$ cat config.mk
export PLATFORM = sky130hd
export DESIGN_NAME = parking_ctrl
export DESIGN_NICKNAME = d
export VERILOG_FILES = /design/src/rtl/parking_pkg.sv /design/src/rtl/parking_pass_match.sv /design/src/rtl/parking_ctrl.sv
export SDC_FILE = /design/constraint.sdc
export NUM_CORES = 1
export LEC_CHECK = 0
export BUFFER_PORTS_ARGS = -buffer_cell sky130_fd_sc_hd__buf_4
export CAP_MARGIN = 20
export CORE_ASPECT_RATIO = 1.4
export CORE_MARGIN = 4
export CORE_UTILIZATION = 58
export DETAILED_ROUTE_END_ITERATION = 12
export PLACE_DENSITY = 0.93
export SLEW_MARGIN = 20
export SYNTH_ARGS = -nofsm -noshare
export SYNTH_HDL_FRONTEND = slang
export SYNTH_SLANG_ARGS = --single-unit
export TNS_END_PERCENT = 5
$ cat constraint.sdc
create_clock -name clk -period 2.7 [get_ports clk]
set_clock_uncertainty 0.2 [all_clocks]
set_input_delay 0.135 -clock clk [delete_from_list [all_inputs] [get_ports clk]]
set_output_delay 0.135 -clock clk [all_outputs]
set_load 0.05 [all_outputs]
$ cat src/rtl/parking_pkg.sv
// Shared types and constants for the parking gate controller.
// PARKING_LOCKOUT_EN enables the wrong-password lockout in parking_ctrl.
package parking_pkg;

    typedef logic [1:0] state_t;
    localparam state_t StIdle    = 2'd0;
    localparam state_t StOpening = 2'd1;
    localparam state_t StClosing = 2'd2;

    typedef logic dir_t;
    localparam dir_t DirEntry = 1'b0;
    localparam dir_t DirExit  = 1'b1;

    localparam int unsigned PASS_TBL_LEN = 10;
    localparam int unsigned PASS_TBL_W   = 6;
    // Entry 0 is the rightmost element.
    localparam logic [PASS_TBL_LEN-1:0][PASS_TBL_W-1:0] PASSWORD = {
        6'd63, 6'd55, 6'd51, 6'd47, 6'd44, 6'd39, 6'd38, 6'd35, 6'd7, 6'd3
    };

    localparam int unsigned LOCK_TRIES  = 3;
    localparam int unsigned LOCK_CYCLES = 256;
    localparam int unsigned LOCK_W      = 9;

endpackage

$ cat src/rtl/parking_pass_match.sv
// Combinational lookup of the keyed password against the fixed table.
module parking_pass_match
    import parking_pkg::*;
#(
    parameter int unsigned PASS_W   = 6,
    parameter int unsigned NUM_PASS = 10
) (
    input  logic [PASS_W-1:0] pass_i,
    output logic              match_o
);

    always_comb begin
        match_o = 1'b0;
        for (int i = 0; i < PASS_TBL_LEN; i++) begin
            if ((i < NUM_PASS) && (pass_i == PASS_W'(PASSWORD[i]))) begin
                match_o = 1'b1;
            end
        end
    end

endmodule

$ cat src/rtl/parking_ctrl.sv
// Parking gate controller: password entry, exit handling, door FSM with timeout.
// Define PARKING_LOCKOUT_EN to lock entry after repeated wrong passwords.
module parking_ctrl
    import parking_pkg::*;
#(
    parameter int unsigned CAPACITY     = 10,
    parameter int unsigned CNT_W        = 4,
    parameter int unsigned PASS_W       = 6,
    parameter int unsigned NUM_PASS     = 10,
    parameter int unsigned OPEN_TIMEOUT = 1000
) (
    input  logic              clk,
    input  logic              rst,
    input  logic              entrance_sen,
    input  logic [PASS_W-1:0] entrance_pass,
    input  logic              exit_sen,
    input  logic              door_max_open,
    input  logic              door_max_close,
    output logic              door_open,
    output logic              door_close,
    output logic              ok_pass,
    output logic              wrong_pass,
    output logic [CNT_W-1:0]  car_number,
    output logic              empty,
    output logic              full,
    output logic              door_fault
);

    localparam int unsigned TMR_W = $clog2(OPEN_TIMEOUT + 1);
    localparam logic [TMR_W-1:0] TmrLast = TMR_W'(OPEN_TIMEOUT - 1);
    localparam logic [CNT_W-1:0] CapMax  = CNT_W'(CAPACITY);

    state_t           state_q, state_d;
    dir_t             dir_q, dir_d;
    logic [CNT_W-1:0] count_q, count_d;
    logic [TMR_W-1:0] tmr_q, tmr_d;
    logic             ent_prev_q;
    logic             ok_q, ok_d;
    logic             wrong_q, wrong_d;
    logic             fault_q, fault_d;
    logic             open_q, close_q;
    logic             ent_edge;
    logic             pass_ok;
    logic             locked;

    parking_pass_match #(
        .PASS_W   (PASS_W),
        .NUM_PASS (NUM_PASS)
    ) u_pass_match (
        .pass_i  (entrance_pass),
        .match_o (pass_ok)
    );

    assign ent_edge = entrance_sen & ~ent_prev_q;

    always_comb begin
        state_d = state_q;
        dir_d   = dir_q;
        count_d = count_q;
        tmr_d   = '0;
        ok_d    = 1'b0;
        wrong_d = 1'b0;
        fault_d = 1'b0;
        case (state_q)
            StIdle: begin
                // Exit has priority; a coincident entrance edge is dropped.
                if (exit_sen && !empty) begin
                    state_d = StOpening;
                    dir_d   = DirExit;
                end else if (ent_edge && !locked) begin
                    if (!pass_ok) begin
                        wrong_d = 1'b1;
                    end else if (!full) begin
                        ok_d    = 1'b1;
                        state_d = StOpening;
                        dir_d   = DirEntry;
                    end
                end
            end
            StOpening: begin
                if (door_max_open) begin
                    state_d = StClosing;
                end else if (tmr_q == TmrLast) begin
                    fault_d = 1'b1;
                    state_d = StClosing;
                end else begin
                    tmr_d = tmr_q + 1'b1;
                end
            end
            StClosing: begin
                if (door_max_close) begin
                    state_d = StIdle;
                    if (dir_q == DirEntry) begin
                        if (count_q < CapMax) count_d = count_q + 1'b1;
                    end else begin
                        if (count_q != '0) count_d = count_q - 1'b1;
                    end
                end else if (tmr_q == TmrLast) begin
                    fault_d = 1'b1;
                    state_d = StIdle;
                end else begin
                    tmr_d = tmr_q + 1'b1;
                end
            end
            default: state_d = StIdle;
        endcase
    end

    always_ff @(posedge clk) begin
        if (rst) begin
            state_q    <= StIdle;
            dir_q      <= DirEntry;
            count_q    <= '0;
            tmr_q      <= '0;
            ent_prev_q <= 1'b0;
            ok_q       <= 1'b0;
            wrong_q    <= 1'b0;
            fault_q    <= 1'b0;
            open_q     <= 1'b0;
            close_q    <= 1'b0;
        end else begin
            state_q    <= state_d;
            dir_q      <= dir_d;
            count_q    <= count_d;
            tmr_q      <= tmr_d;
            ent_prev_q <= entrance_sen;
            ok_q       <= ok_d;
            wrong_q    <= wrong_d;
            fault_q    <= fault_d;
            open_q     <= (state_d == StOpening);
            close_q    <= (state_d == StClosing);
        end
    end

`ifdef PARKING_LOCKOUT_EN
    logic [1:0]        wcnt_q, wcnt_d;
    logic [LOCK_W-1:0] lock_q, lock_d;

    assign locked = (lock_q != '0);

    always_comb begin
        wcnt_d = wcnt_q;
        lock_d = locked ? lock_q - 1'b1 : lock_q;
        if (wrong_d) begin
            if (wcnt_q == 2'(LOCK_TRIES - 1)) begin
                wcnt_d = '0;
                lock_d = LOCK_W'(LOCK_CYCLES);
            end else begin
                wcnt_d = wcnt_q + 1'b1;
            end
        end else if (ok_d) begin
            wcnt_d = '0;
        end
    end

    always_ff @(posedge clk) begin
        if (rst) begin
            wcnt_q <= '0;
            lock_q <= '0;
        end else begin
            wcnt_q <= wcnt_d;
            lock_q <= lock_d;
        end
    end
`else
    assign locked = 1'b0;
`endif

    assign door_open  = open_q;
    assign door_close = close_q;
    assign ok_pass    = ok_q;
    assign wrong_pass = wrong_q;
    assign door_fault = fault_q;
    assign car_number = count_q;
    assign empty      = (count_q == '0);
    assign full       = (count_q == CapMax);

endmodule

# After elaboration in Yosys (flattened, before gate mapping)
# Index checks and enable logic that the tools add are counted.
# totals
latch_bits	0
out_inout_bits	11
memories	0
mem_bits_rw	0
rom_bits	0
elab_cells	85
reg_bits	23
in_bits	12
# classes
addsub	3
n_eq_ne	18
n_shift	0
bitwise_logic	5
mul	0
reduce_logical	12
magnitude_cmp	1
muxes	36
div_mod_pow	0
# op_table
cell	n
$eq 6x6->1 const B	8
$mux 10	3
$pmux 10 s2	1
$mux 1	19
$mux 2	8
$mux 4	3
$add 10x1->10 const B	1
$eq 10x10->1 const B	1
$reduce_and 4->1	2
$eq 6x2->1 const B	1
$eq 6x3->1 const B	1
$pmux 2 s3	1
$reduce_bool 2->1	3
$reduce_or 5->1	1
$add 4x1->4 const B	1
$eq 2x1->1 const B	2
$eq 2x2->1 const B	2
$eq 4x4->1 const B	1
$logic_not 4->1	1
$lt 4x4->1 const B	1
$ne 2x1->1 const B	2
$not 1->1	4
$reduce_bool 4->1	1
$reduce_or 4->1	1
other kinds (6)	6

# Logic depth before layout (Yosys ltp)
# depth
ltp_word	16
ltp_mapped	8
depth_no_buf	7

# Hierarchy
# A second synthesis with hierarchy kept.
# hier_totals
hier_cells	142
area_unflattened_um2	1252.5
# by_module_without_submodules
mod	cells_each	seq_area_each_um2	area_each_um2	instances
parking_ctrl	134	460.4	1198.6	1
parking_pass_match	8	0.0	53.8	1

# Worst setup path after synthesis
# OpenSTA, ideal clock, no wires.
# synth_path
path_type	flip-flop to flip-flop
from	register count_q[0], in the netlist car_number[0]
to	register count_q[3], in the netlist car_number[3]
setup_time_ns	0.116
arrival_ns	2.996
stages_incl_launch_ff	4
slack_ns	-0.612
required_time_ns	2.384
path_buffers	0
synth_period_minus_slack_ns	3.312
path_cell_list	dfxtp_1 nor4_1 a21oi_1 a31o_2
# synth_between
elab_chain_cells	3
elab_cells_between_ends	10
classes_between	add/sub: 2; order compare: 1; eq/ne: 1; mux: 3; reduce/logical: 3
# synth_lines
element	line	text
from (decl)	parking_ctrl.sv:35	logic [CNT_W-1:0] count_q, count_d;
from (signal assigned)	parking_ctrl.sv:124	count_q <= count_d;
$add 4x1->4, or another cell as far along	parking_ctrl.sv:94	if (count_q < CapMax) count_d = count_q + 1'b1;
$mux 4, or another cell as far along	parking_ctrl.sv:94	
$mux 4 / $reduce_and 4->1 (equally long branches)	n/a	
# Parallel ways exist; a longest one is shown, timed or not. The select of a mux whose other input is x is not followed.
# A chain may end at the register's enable or synchronous reset.

# Final worst setup path
# layout_path
from	register state_q[0]
to	register count_q[0], in the netlist car_number[0]
# layout_between
elab_chain_cells	2
# layout_lines
element	line	text
from (decl)	parking_ctrl.sv:33	state_t state_q, state_d;
from (signal assigned)	parking_ctrl.sv:111	state_q <= StIdle;
from (signal assigned)	parking_ctrl.sv:122	state_q <= state_d;
$eq 2x2->1	parking_ctrl.sv:64	case (state_q)
$reduce_and 4->1 (no source line)	n/a	
# Every way passes these cells.

==> qor.yml <==
run_status:
  outcome: "finished, final reports clean"
floorplan:
  dieWidth_um: 47.4
  start_util_pct: 62.4
  io_pins: 23
  die_h_um: 63.2
  core-area_sq_um: 2020
  die_area_sq_um: 3000
  rows: 19
clocking:
  cts_buffers: 3
  cts_resized: 0
  cts_setup_buffers: 0
  clk_pin_slew_worst_paths_ns: 0.12
  clockRootBuffer: "clkbuf_4"
  worstSkewPairLatency_ns: 0.30
  cts_tree: "built"
  clkSinkCount: 23
  h-tree-depth: 1
  clk_path_buf_depth: 2
worst_setup_path:
  cp-startpoint: "state_q[0]$_SDFF_PP0_"
  cp_top_family: "compound AO/OA/AOI/OAI gates"
  cp-start-kind: "register"
  r2r_start: "state_q[0]$_SDFF_PP0_"
  required_ns: 2.76
  reg2reg_to: "car_number[0]$_SDFFE_PP0P_"
  r2r_cells: 6
  rrSetupSlack_ns: 0.26
  path_max_fanout: 5
  critPathCaptureType: "register"
  slowest_stage: "dlygate4sd3_1"
  critPathKind: "reg2reg"
  crit_buf_inv: 2
  crit_chain: "inv_1, ha_1, a31o_2, a221o_1, a41oi_1, dlygate4sd3_1"
  slowest_delay_ns: 0.57
  critPathArrivalTime_ns: 2.49
global_routing:
  track_usage_pct: 20.2
  grt_pass1_wl_mm: 4.55
  antenna_found_initial: 0
  overflow: 0
  grt_max_degree: 13
  grt_pass1_vias: 1146
place:
  dpl.cell_count: 176
  place_hpwl_mm: 1.97
  port_buffers: 22
  gp_congestion: 0.787
power:
  power_density_nw_per_um2: 399
  ir_drop_mv: 0.378
  intPower_uw: 452
  p_comb_share_pct: 17.1
  total_power_uw: 616
  power_leakage_uw: 0.000623
  pwr-share-clk_pct: 25.5
  p_seq_share_pct: 57.4
  swShare_pct: 26.7
  power.switching_uw: 165
synth:
  ys_types: 46
  synth_top_area_share_pct: 36.5
  synth_common_cells: "23 x dfxtp_1, 16 x nor2_1, 10 x inv_1"
  yosysTopAreaCell: "dfxtp_1"
  ys_ff_latch: 23
  netlist_instances: 135
  synth_edf_count: 0
  ys.flop_type: "dfxtp_1"
  synthTopCellsByArea: "dfxtp_1 37%, ha_1 6.9%, xnor2_1 4.9%"
  avgSynthCellArea_sq_um: 9.34
  synth_seq_area_share_pct: 36.5
  synthesis.area_sq_um: 1260
  synthArstFlopShare_pct: 0
  syn_nets: 155
  synth_most_common_cell: "dfxtp_1"
  ys_warn_count: 0
min_path:
  min_path_cells: 4
  whs_endpoint: "wrong_pass$_SDFF_PP0_"
  min-delay-start: "entrance_pass[4]"
  hold_class: "in2reg"
timing:
  fin_crit_sh_pct: 90.3
  fmax_ghz: 0.410
  relSlewSlack_pct: 67.2
  maxSlewViolCount: 0
  tns_ns: 0
  rsz0062_at_grt: "no"
  worstMarginPinSlew_ns: 0.488
  setup_viol: 0
  hold_viol: 0
  period_needed_ns: 2.44
detailed_routing:
  drtIter0Drc: 25
  post_drt_wl_per_cell_um: 14.8
  routed_via_density: 5.98
  num_vias: 1118
  postRouteAntennaNets: 0
  drc_errors: 0
  dr.pass1.iters: 4
  drt_wl_total_mm: 2.76
cells_and_area:
  n_fill_cell: 138
  drive_above_1_share_pct: 23.5
  area_growth_pct: 22.6
  instances_no_fill: 187
  antenna_cells: 0
  nets: 187
job:
  cap_violations: 0
-- worst register-to-register path: cells and delay by family (launching register included) --
family | cells | cell delay (ns)
adders and majority gates | 1 | 0.29
AOI/OAI and AO/OA | 3 | 0.76
buffers and inverters | 2 | 0.70
DFF | 1 | 0.44
-- per-layer routing --
layer | up-vias | track usage (%) | part of all wire, %
met2 | 39 | 36.1 | 55
met3 | 10 | 3.99 | 5.0
li1 | 543 | - | -
met4 | 0 | 9.69 | 3.0
met5 | - | 0 | 0
met1 | 526 | 20.6 | 37
-- sequential cells by signal, summed over array words and instances (netlist names) --
register,cells
tmr_q,10
car_number,4
state_q,2
dir_q,1
door_close,1
door_fault,1
door_open,1
ent_prev_q,1
ok_pass,1
wrong_pass,1
-- kinds of logic after synthesis --
group / share of synthesized area, %
fa+ha+maj: 8.53
xor+xnor: 6.94
buf+inv: 3.67
compound gates: 17.4
mux: 0.794
simple gates: 26.2
flops: 36.5
-- power by group through the flow --
stage / registers [uW] / clock network, uW / logic, uW
floorplan: 375 / 0 / 48.5
finish: 354 / 157 / 105
CTS: 353 / 158 / 104
global placement: 361 / 0 / 93.3
global route: 355 / 178 / 114
detailed placement: 361 / 0 / 96.3
-- through the flow --
step	utilization, %	worst slack [ns]	instance area [sq um]	hold slack, ns
floorplan	-	0.137	1270	0.0632
global placement	71.8	0.797	1450	0.164
detailed placement	71.8	0.713	1450	0.169
CTS	76.5	0.362	1550	0.0748
global route	76.5	0.156	1550	0.0877
finish	76.5	0.261	1550	0.0748
-- layout by cell type, fill, tap and decap left out, types with 2 or more instances in the layout --
| master | netlist | final |
|---|---|---|
| nand2b_1 | 2 | 2 |
| nand4bb_1 | 2 | 2 |
| nor3_1 | 2 | 2 |
| clkbuf_4 | 0 | 3 |
| a31o_2 | 2 | 2 |
| dfxtp_1 | 23 | 23 |
| a21oi_1 | 6 | 6 |
| nand3b_1 | 2 | 2 |
| nor4_1 | 3 | 2 |
| nor2b_1 | 4 | 4 |
| and3_1 | 3 | 3 |
| xnor2_1 | 7 | 7 |
| inv_1 | 10 | 10 |
| xor2_1 | 3 | 3 |
| nand3_1 | 3 | 3 |
| ha_1 | 7 | 7 |
| dlygate4sd3_1 | 0 | 7 |
| nor2_1 | 16 | 16 |
| o21ai_0 | 3 | 3 |
| buf_4 | 0 | 22 |
| o41ai_2 | 2 | 2 |
| nand2_1 | 7 | 7 |
| o211ai_1 | 2 | 2 |
-- area by class of cell --
class	instances	area (sq um)	share of cell area, %
clock buffer	4	26.3	1.70
inverter	10	37.5	2.43
multi-input combinational	100	761	49.2
tap	21	26.3	1.70
timing repair buffer	29	235	15.2
sequential	23	460	29.8
-- worst max-delay path by stage --
stage	end	slack [ns]	cells after the start
finish	car_number[0]$_SDFFE_PP0P_	0.26	6
global route	car_number[0]$_SDFFE_PP0P_	0.16	6
CTS	car_number[0]$_SDFFE_PP0P_	0.36	6
detailed placement	door_close$_SDFF_PP0_	0.71	6
global placement	tmr_q[3]$_SDFF_PP0_	0.80	7
floorplan	car_number[3]$_SDFFE_PP0P_	0.14	3
-- timing repair --
| item | 4_1_cts | 5_1_grt |
|---|---|---|
| setup endpoints to repair | 0 | 0 |
| hold endpoints to repair | 9 | 0 |
| hold buffers | 7 | 0 |
(Power assumes the default switching activity.)
